### src/rtl/stage_sync_controller_multi_if.sv
// Stage bus between the multi-partition stage controller and its neighbours.
// master drives round start and local/peer flags; slave is the controller.
interface stage_sync_controller_multi_if #(
  parameter int NUM_PEERS               = 2,
  parameter int ITERATION_COUNTER_WIDTH = 8,
  parameter int STAGE_WIDTH             = 3
);
  logic                               new_round_start;
  logic                               has_message_flying;
  logic                               has_odd_clusters;
  logic [NUM_PEERS-1:0]               peer_has_message_flying;
  logic [NUM_PEERS-1:0]               peer_has_odd_clusters;
  logic [NUM_PEERS-1:0]               peer_enable;
  logic [STAGE_WIDTH-1:0]             stage;
  logic                               result_valid;
  logic [ITERATION_COUNTER_WIDTH-1:0] iteration_counter;
  logic [31:0]                        cycle_counter;
  logic                               iteration_limit_hit;
  logic                               deadlock;

  modport master (
    output new_round_start, has_message_flying, has_odd_clusters,
    output peer_has_message_flying, peer_has_odd_clusters, peer_enable,
    input  stage, result_valid, iteration_counter, cycle_counter,
    input  iteration_limit_hit, deadlock
  );

  modport slave (
    input  new_round_start, has_message_flying, has_odd_clusters,
    input  peer_has_message_flying, peer_has_odd_clusters, peer_enable,
    output stage, result_valid, iteration_counter, cycle_counter,
    output iteration_limit_hit, deadlock
  );
endinterface

### src/rtl/stage_sync_controller_multi.sv
// Round sequencer for a decoder split over one local and NUM_PEERS peer partitions.
// Ports: clk, reset (sync, active-high), bus (stage bus, slave side).
// Optional merge watchdog: define STAGE_SYNC_WATCHDOG_EN.
module stage_sync_controller_multi #(
  parameter int NUM_PEERS               = 2,
  parameter int ITERATION_COUNTER_WIDTH = 8,
  parameter int MAX_ITERATIONS          = 16,
  parameter int MERGE_SETTLE_CYCLES     = 4,
  parameter int DEADLOCK_CYCLES         = 1024,
  parameter int STAGE_WIDTH             = 3
) (
  input logic clk,
  input logic reset,
  stage_sync_controller_multi_if.slave bus
);
  localparam logic [2:0] S_IDLE  = 3'd0;
  localparam logic [2:0] S_LOAD  = 3'd1;
  localparam logic [2:0] S_GROW  = 3'd2;
  localparam logic [2:0] S_MERGE = 3'd3;
  localparam logic [2:0] S_RV    = 3'd4;

  localparam int ICW = ITERATION_COUNTER_WIDTH;
  localparam int QW  = $clog2(MERGE_SETTLE_CYCLES + 1);

  localparam logic [ICW-1:0] ITER_MAX = ICW'(MAX_ITERATIONS);
  localparam logic [ICW-1:0] ITER_SAT = {ICW{1'b1}};
  localparam logic [QW-1:0]  Q_LAST   = QW'(MERGE_SETTLE_CYCLES - 1);

  logic [2:0]           st;
  logic [NUM_PEERS-1:0] pf_q;
  logic [NUM_PEERS-1:0] po_q;
  logic [QW-1:0]        quiet_count;
  logic [ICW-1:0]       iter;
  logic [31:0]          cyc;
  logic                 lim;
  logic                 flying;
  logic                 odd;
  logic                 settled;

  // Peer flags arrive registered; local flags are used as-is.
  assign flying  = bus.has_message_flying | (|pf_q);
  assign odd     = bus.has_odd_clusters | (|po_q);
  assign settled = !flying && (quiet_count == Q_LAST);

`ifdef STAGE_SYNC_WATCHDOG_EN
  localparam int MCW = $clog2(DEADLOCK_CYCLES + 1);
  localparam logic [MCW-1:0] M_LAST = MCW'(DEADLOCK_CYCLES - 1);

  logic [MCW-1:0] merge_count;
  logic           dl;
  logic           wd_fire;

  assign wd_fire = (merge_count == M_LAST);

  always_ff @(posedge clk) begin
    if (reset) begin
      merge_count <= '0;
      dl          <= 1'b0;
    end else begin
      unique case (st)
        S_IDLE: begin
          if (bus.new_round_start)
            dl <= 1'b0;
        end
        S_GROW:  merge_count <= '0;
        S_MERGE: begin
          merge_count <= merge_count + 1'b1;
          if (wd_fire)
            dl <= 1'b1;
        end
        default: ;
      endcase
    end
  end

  assign bus.deadlock = dl;
`else
  logic wd_fire;
  wire  unused_dl_cycles = (DEADLOCK_CYCLES != 0);

  assign wd_fire      = 1'b0;
  assign bus.deadlock = 1'b0;
`endif

  always_ff @(posedge clk) begin
    if (reset) begin
      st          <= S_IDLE;
      pf_q        <= '0;
      po_q        <= '0;
      quiet_count <= '0;
      iter        <= '0;
      cyc         <= '0;
      lim         <= 1'b0;
    end else begin
      pf_q <= bus.peer_has_message_flying & bus.peer_enable;
      po_q <= bus.peer_has_odd_clusters & bus.peer_enable;

      if (st != S_IDLE && cyc != 32'hFFFF_FFFF)
        cyc <= cyc + 32'd1;

      unique case (st)
        S_IDLE: begin
          if (bus.new_round_start) begin
            st   <= S_LOAD;
            iter <= '0;
            cyc  <= '0;
            lim  <= 1'b0;
          end
        end
        S_LOAD: st <= S_GROW;
        S_GROW: begin
          st          <= S_MERGE;
          quiet_count <= '0;
          if (iter != ITER_SAT)
            iter <= iter + 1'b1;
        end
        S_MERGE: begin
          quiet_count <= flying ? '0 : quiet_count + 1'b1;
          // Watchdog outranks a normal exit in the same cycle.
          if (wd_fire) begin
            st <= S_RV;
          end else if (settled) begin
            if (!odd) begin
              st <= S_RV;
            end else if (iter >= ITER_MAX) begin
              st  <= S_RV;
              lim <= 1'b1;
            end else begin
              st <= S_GROW;
            end
          end
        end
        S_RV:    st <= S_IDLE;
        default: st <= S_IDLE;
      endcase
    end
  end

  assign bus.stage               = STAGE_WIDTH'(st);
  assign bus.result_valid        = (st == S_RV);
  assign bus.iteration_counter   = iter;
  assign bus.cycle_counter       = cyc;
  assign bus.iteration_limit_hit = lim;
endmodule

### src/flat_wrapper.sv
// flat-port wrapper written by rule: the top's interface ports become plain ports
module stage_sync_controller_multi_flat 
#(
  parameter int NUM_PEERS               = 2,
  parameter int ITERATION_COUNTER_WIDTH = 8,
  parameter int MAX_ITERATIONS          = 16,
  parameter int MERGE_SETTLE_CYCLES     = 4,
  parameter int DEADLOCK_CYCLES         = 1024,
  parameter int STAGE_WIDTH             = 3
)
  (clk, reset, bus_new_round_start, bus_has_message_flying, bus_has_odd_clusters, bus_peer_has_message_flying, bus_peer_has_odd_clusters, bus_peer_enable, bus_stage, bus_result_valid, bus_iteration_counter, bus_cycle_counter, bus_iteration_limit_hit, bus_deadlock);
  stage_sync_controller_multi_if #(.NUM_PEERS(NUM_PEERS), .ITERATION_COUNTER_WIDTH(ITERATION_COUNTER_WIDTH), .STAGE_WIDTH(STAGE_WIDTH)) bus_i ();
  input logic clk;
  input logic reset;
  input wire logic [$bits(bus_i.new_round_start)-1:0] bus_new_round_start;
  input wire logic [$bits(bus_i.has_message_flying)-1:0] bus_has_message_flying;
  input wire logic [$bits(bus_i.has_odd_clusters)-1:0] bus_has_odd_clusters;
  input wire logic [$bits(bus_i.peer_has_message_flying)-1:0] bus_peer_has_message_flying;
  input wire logic [$bits(bus_i.peer_has_odd_clusters)-1:0] bus_peer_has_odd_clusters;
  input wire logic [$bits(bus_i.peer_enable)-1:0] bus_peer_enable;
  output wire logic [$bits(bus_i.stage)-1:0] bus_stage;
  output wire logic [$bits(bus_i.result_valid)-1:0] bus_result_valid;
  output wire logic [$bits(bus_i.iteration_counter)-1:0] bus_iteration_counter;
  output wire logic [$bits(bus_i.cycle_counter)-1:0] bus_cycle_counter;
  output wire logic [$bits(bus_i.iteration_limit_hit)-1:0] bus_iteration_limit_hit;
  output wire logic [$bits(bus_i.deadlock)-1:0] bus_deadlock;
  assign bus_i.new_round_start = bus_new_round_start;
  assign bus_i.has_message_flying = bus_has_message_flying;
  assign bus_i.has_odd_clusters = bus_has_odd_clusters;
  assign bus_i.peer_has_message_flying = bus_peer_has_message_flying;
  assign bus_i.peer_has_odd_clusters = bus_peer_has_odd_clusters;
  assign bus_i.peer_enable = bus_peer_enable;
  assign bus_stage = bus_i.stage;
  assign bus_result_valid = bus_i.result_valid;
  assign bus_iteration_counter = bus_i.iteration_counter;
  assign bus_cycle_counter = bus_i.cycle_counter;
  assign bus_iteration_limit_hit = bus_i.iteration_limit_hit;
  assign bus_deadlock = bus_i.deadlock;
  stage_sync_controller_multi #(.NUM_PEERS(NUM_PEERS), .ITERATION_COUNTER_WIDTH(ITERATION_COUNTER_WIDTH), .MAX_ITERATIONS(MAX_ITERATIONS), .MERGE_SETTLE_CYCLES(MERGE_SETTLE_CYCLES), .DEADLOCK_CYCLES(DEADLOCK_CYCLES), .STAGE_WIDTH(STAGE_WIDTH)) u_core (.clk(clk), .reset(reset), .bus(bus_i));
endmodule
### config.mk
export PLATFORM = sky130hd
export DESIGN_NAME = stage_sync_controller_multi_flat
export DESIGN_NICKNAME = d
export VERILOG_FILES = /design/src/rtl/stage_sync_controller_multi_if.sv /design/src/rtl/stage_sync_controller_multi.sv /design/src/flat_wrapper.sv
export SDC_FILE = /design/constraint.sdc
export NUM_CORES = 1
export LEC_CHECK = 0
export BUFFER_PORTS_ARGS = -buffer_cell sky130_fd_sc_hd__buf_2
export CAP_MARGIN = 5
export CORE_MARGIN = 2
export CORE_UTILIZATION = 30
export CTS_CLUSTER_SIZE = 28
export DETAILED_ROUTE_END_ITERATION = 8
export HOLD_SLACK_MARGIN = 0.06
export PLACE_DENSITY = 0.49
export SLEW_MARGIN = 5
export SYNTH_ARGS = -nofsm -noshare
export SYNTH_HDL_FRONTEND = slang
export SYNTH_SLANG_ARGS = --single-unit
### constraint.sdc
create_clock -name clk -period 2.23 [get_ports clk]
set_input_delay 0.1115 -clock clk [delete_from_list [all_inputs] [get_ports clk]]
set_output_delay 0.1115 -clock clk [all_outputs]
set_load 0.05 [all_outputs]
# == After elaboration in Yosys (flattened, before gate mapping) ==
# Cells that the tools add are included.
# word_totals
in_bits,11
register_bits,51
mem_bits_ro,0
mem_count,0
ram_bits,0
out_inout_bits,46
elab_cells,58
latch_bits,0
# classes
n_eq_ne,12
div_mod_pow,0
reduce_logical,13
mul,0
shifts,0
add_sub_neg,3
mux,18
bitwise,4
n_lt_le_gt_ge,1
# ops
op,n
two-way mux 32 bit,3
adder 32 x 1 -> 32 bit (second input constant),1
!= test 32 bit (second input constant),1
two-way mux 8 bit,2
one-hot mux 8 bit (2 select lines),1
two-way mux 3 bit,5
one-hot mux 3 bit (4 select lines),1
equality test 3 x 2 -> 1 bit (second input constant),3
adder 8 x 1 -> 8 bit (second input constant),1
>= comparator 8 x 5 -> 1 bit (second input constant),1
!= test 2 x 1 -> 1 bit (second input constant),4
!= test 8 bit (second input constant),1
one-hot mux 3 bit (2 select lines),1
nonzero test 2 bit,3
AND reduction 5 bit,1
bitwise AND 2 bit,2
two-way mux 1 bit,4
OR reduction 2 bit,2
adder 3 x 1 -> 3 bit (second input constant),1
equality test 3 x 1 -> 1 bit (second input constant),1
equality test 3 bit (second input constant),1
logical NOT 3 bit,1
AND reduction 3 bit,1
nonzero test 3 bit,1
6 further kinds,8

# == Depth between registers and ports, before layout ==
# depth
word_depth,6
ltp_mapped,7
depth_no_buf,6

# == Least setup slack after synthesis ==
# No wires, ideal clock.
# synth_path
path_kind,register to register
startpoint,"register u_core.cyc[23], in the netlist u_core.bus.cycle_counter[23]"
endpoint,"register u_core.cyc[0], in the netlist u_core.bus.cycle_counter[0]"
path_slack_ns,-0.078
synth_period_minus_slack_ns,2.308
setup_time_ns,0.128
n_path_buf,2
required_ns,2.102
stages_incl_launch_ff,8
arrival_ns,2.180
cell_sequence,dfxtp_1 -> nand4_2 -> or4_4 -> buf_6 -> o31ai_4 -> buf_6 -> xor2_2 -> nor2_1
# synth_between
elab_chain_len,5
# synth_lines
element,line,text
from (decl),stage_sync_controller_multi.sv:34,logic [31:0] cyc;
from (signal assigned),stage_sync_controller_multi.sv:99,cyc <= cyc + 32'd1;
!= test 32 bit (*),stage_sync_controller_multi.sv:98,if (st != S_IDLE && cyc != 32'hFFFF_FFFF)
logical AND 1 bit (*),stage_sync_controller_multi.sv:98,
two-way mux 32 bit (*),stage_sync_controller_multi.sv:98,
two-way mux 32 bit,stage_sync_controller_multi.sv:103,if (bus.new_round_start) begin
two-way mux 32 bit (*),stage_sync_controller_multi.sv:101,unique case (st)
# Mark *: on every way between the ends. The rest lies on a longest branch, timed or not.
# A chain may end at the register's enable or synchronous reset.

# == Worst setup path after layout ==
# layout_path
startpoint,"register u_core.cyc[4], in the netlist u_core.bus.cycle_counter[4]"
endpoint,"register u_core.cyc[27], in the netlist u_core.bus.cycle_counter[27]"
# layout_between
elab_chain_len,5
word_cells_on_any_way,6
classes_between,1 x add/sub; 1 x eq/ne; 3 x mux; 1 x reduce/logical
# layout_lines
element,line
"parallel branches: the longest is 2 deep, another holds adder 32 x 1 -> 32 bit",-
two-way mux 32 bit (*),stage_sync_controller_multi.sv:98
two-way mux 32 bit,stage_sync_controller_multi.sv:103
two-way mux 32 bit (*),stage_sync_controller_multi.sv:101
# Every way passes the cells marked *.

==> flow_metrics.py <==
metrics = {
    "die": {
        "core_area_um2": 8220,
        "io_pins": 57,
        "start_util_pct": 31.1,
        "die_area_um2": 9270,
        "placementRows": 33,
        "die_height_um": 96.3,
        "die_w_um": 96.3,
    },
    "finish": {
        "final_cell_mix": "55 x buf_2, 39 x dfxtp_1, 25 x nor2_1",
        "antenna_cells": 0,
        "final_util_pct": 39.6,
        "fillers": 836,
        "ff_latch_area_um2": 1040,
        "layout_commonest_cell": "buf_2",
        "synthToLayoutAreaGrowth_pct": 27.3,
        "drive_gt1_share_pct": 34.0,
        "nNetsFinal": 388,
        "multi_input_area_um2": 1410,
    },
    "critical_path": {
        "worstSetupPathType": "reg -> reg",
        "crit_fanout": 16,
        "path_buf_inv": 1,
        "start_kind": "register",
        "crit_arrival_ps": 2250,
        "crit_family": "simple AND/OR/NAND/NOR gates",
        "crit_slowest_cell": "or4_2",
        "cp_cell_sequence": "nand4_1 -> nor3_2 -> o211ai_2 -> buf_4 -> or4_2 -> a21oi_1",
        "critPathCaptureType": "register",
        "worst_ep_required_time_ps": 2470,
        "rrSetupSlack_ps": 220,
        "cpPeakStageDelay_ps": 540,
    },
    "route": {
        "wl_per_cell_um": 12.5,
        "remaining_drc_errors": 0,
        "wl_mm": 6.00,
        "detail_route.vias_per_cell": 5.02,
        "drt.antenna.violating_nets": 0,
        "firstDrtPassIters": 4,
        "vias": 2400,
        "drt_iter0_markers": 75,
    },
    "grt": {
        "grt_max_degree": 18,
        "track_usage_pct": 13.8,
        "grt_overflow": 0,
        "grt_pass1_vias": 2274,
        "grt_pass1_wl_mm": 10.3,
        "antenna_found_initial": 0,
    },
    "power": {
        "pwr-share-seq_pct": 51.9,
        "clkPwrFrac_pct": 36.7,
        "ir_drop_uv": 256,
        "net-switching-power_uw": 467,
        "switching_share_pct": 25.9,
        "internal_power_mw": 1.33,
        "combPwrFrac_pct": 11.5,
        "power_leakage_nw": 1.29,
        "total_power_mw": 1.80,
        "p_per_area_nw_per_um2": 553,
    },
    "sta": {
        "fin_ws_ps": 219,
        "finalHoldViolCount": 0,
        "slew_headroom_pct": 61.9,
        "tns_ps": 0,
        "rsz0062_at_grt": "no",
        "finalCritPeriodShare_pct": 90.2,
        "timing.fmax_ghz": 0.497,
        "setup_viol": 0,
        "tightest_slew_ps": 567,
        "finClkSkew_ps": 12.8,
        "drv_slew": 0,
        "layout_min_cycle_time_ps": 2010,
    },
    "yosys": {
        "async_flop_share_pct": 0,
        "synth_nets": 306,
        "synth_edf_count": 0,
        "ys_seq_elements": 51,
        "synth_cell_types": 48,
        "syn_area_um2": 2550,
        "yosys.area.top_type": "dfxtp_1",
        "syn_area_per_cell_um2": 8.81,
        "synth_flop_cell": "dfxtp_1",
        "seq_area_frac_synth_pct": 40.0,
        "netlist.area_leader.share_pct": 40.0,
        "syn-instance-count": 290,
        "yosysWarnings": 0,
        "synth.area.top_cells": "dfxtp_1 40%, nor2_1 3.7%, a21oi_1 3.5%",
    },
    "placement": {
        "port_buffers": 55,
        "place.gp.congestion": 0.780,
        "dp_hpwl_mm": 4.48,
        "dp_slack_ps": 223,
    },
    "clock_tree": {
        "clock-sinks": 51,
        "clk_latency_ps": 310,
        "clk_path_buf_depth": 2,
        "cts_buffers": 5,
        "clk_pin_slew_ps": 100,
        "cts-root-buf": "clkbuf_8",
        "cts_resized": 0,
        "cts_tree": "done",
        "post-cts-setup-buffers": 0,
        "htreeDepth": 2,
    },
    "hold_path": {
        "min_path_type": "in -> reg",
    },
    "run": {
        "drv_cap": 0,
    },
    "status": {
        "status": "finished, final reports clean",
    },
}
[power groups by stage]
stage	combinational (mW)	sequential [mW]	clock (mW)
after floorplan	0.104	0.990	0
after global placement	0.197	0.955	0
after detailed placement	0.199	0.955	0
after CTS	0.208	0.934	0.690
after global routing	0.228	0.936	0.724
final	0.207	0.934	0.660
[registers in the layout, summed over array words and instances, names as in the netlist]
| name | cells |
|---|---|
| u_core.po_q | 2 |
| u_core.bus.cycle_counter | 32 |
| u_core.pf_q | 2 |
| u_core.quiet_count | 3 |
| u_core.bus.iteration_counter | 8 |
| u_core.bus.iteration_limit_hit | 1 |
| u_core.bus.stage | 3 |
[per-stage QoR]
step | instances | hold WS, ps | instance area, um^2
after global placement | 462 | 353 | 3060
after global routing | 478 | 132 | 3250
after CTS | 478 | 127 | 3250
final | 478 | 135 | 3250
after detailed placement | 462 | 352 | 3060
after floorplan | 290 | 267 | 2570
[per-layer routing]
layer | GRT usage (%) | up-vias | wire, um | share of wire, %
met5 | 0 | - | 0 | 0
met4 | 3.93 | 0 | 31 | 0.52
met3 | 2.98 | 2 | 258 | 4.3
met2 | 23.5 | 46 | 2830 | 47
met1 | 17.5 | 1123 | 2880 | 48
li1 | - | 1229 | - | -
[cells in the mapped netlist, types with 3 or more instances]
library cell	count
clkbuf_1	4
xnor2_1	6
and3_1	4
or4_1	7
nor2_1	25
dfxtp_1	51
o211ai_1	4
o21ai_2	5
nand3_1	18
nor3_1	10
o21ai_1	6
nand2_1	19
a21oi_2	5
o31ai_1	3
a22oi_1	3
o21ai_0	12
nor4_1	4
nand4_1	9
a21oi_1	18
or3_1	11
and3b_1	4
ha_1	5
xor2_1	4
or3_2	8
buf_6	3
inv_1	10
[worst paths after layout]
kind / startpoint / end / depth (start not counted)
worst max-delay path: u_core.bus.cycle_counter[4] / u_core.bus.cycle_counter[27] / 6
worst min register to register: u_core.bus.cycle_counter[8] / u_core.bus.cycle_counter[8] / 2
worst min-delay path: reset / u_core.quiet_count[0] / 2
worst max register to register: u_core.bus.cycle_counter[4] / u_core.bus.cycle_counter[27] / 6
[cell type report]
type / count / area share [%]
clock buffers: 5 / 2.12
clock inverters: 3 / 1.42
inverters: 10 / 1.15
multi-input cells: 219 / 43.4
flip-flops and latches: 51 / 31.8
well taps: 105 / 4.04
repair buffers: 85 / 16.0
[kinds of logic after synthesis]
kind of cell / count (synthesis) / synth area share [%]
DFF: 51 / 40.0
and+or+nand+nor: 136 / 30.6
xor gates and xnor gates: 11 / 4.06
muxes: 2 / 0.784
adders and majority gates: 5 / 2.45
AOI/OAI and AO/OA: 64 / 17.2
buffers and inverters: 20 / 4.75
other: 1 / 0.147
[timing repair]
| item | CTS | global route |
|---|---|---|
| hold buffers | 8 | 0 |
| setup endpoints to repair | 0 | 0 |
| endpoints found under the hold margin | 4 | 0 |
No activity file was read; power rests on OpenSTA's default activity.
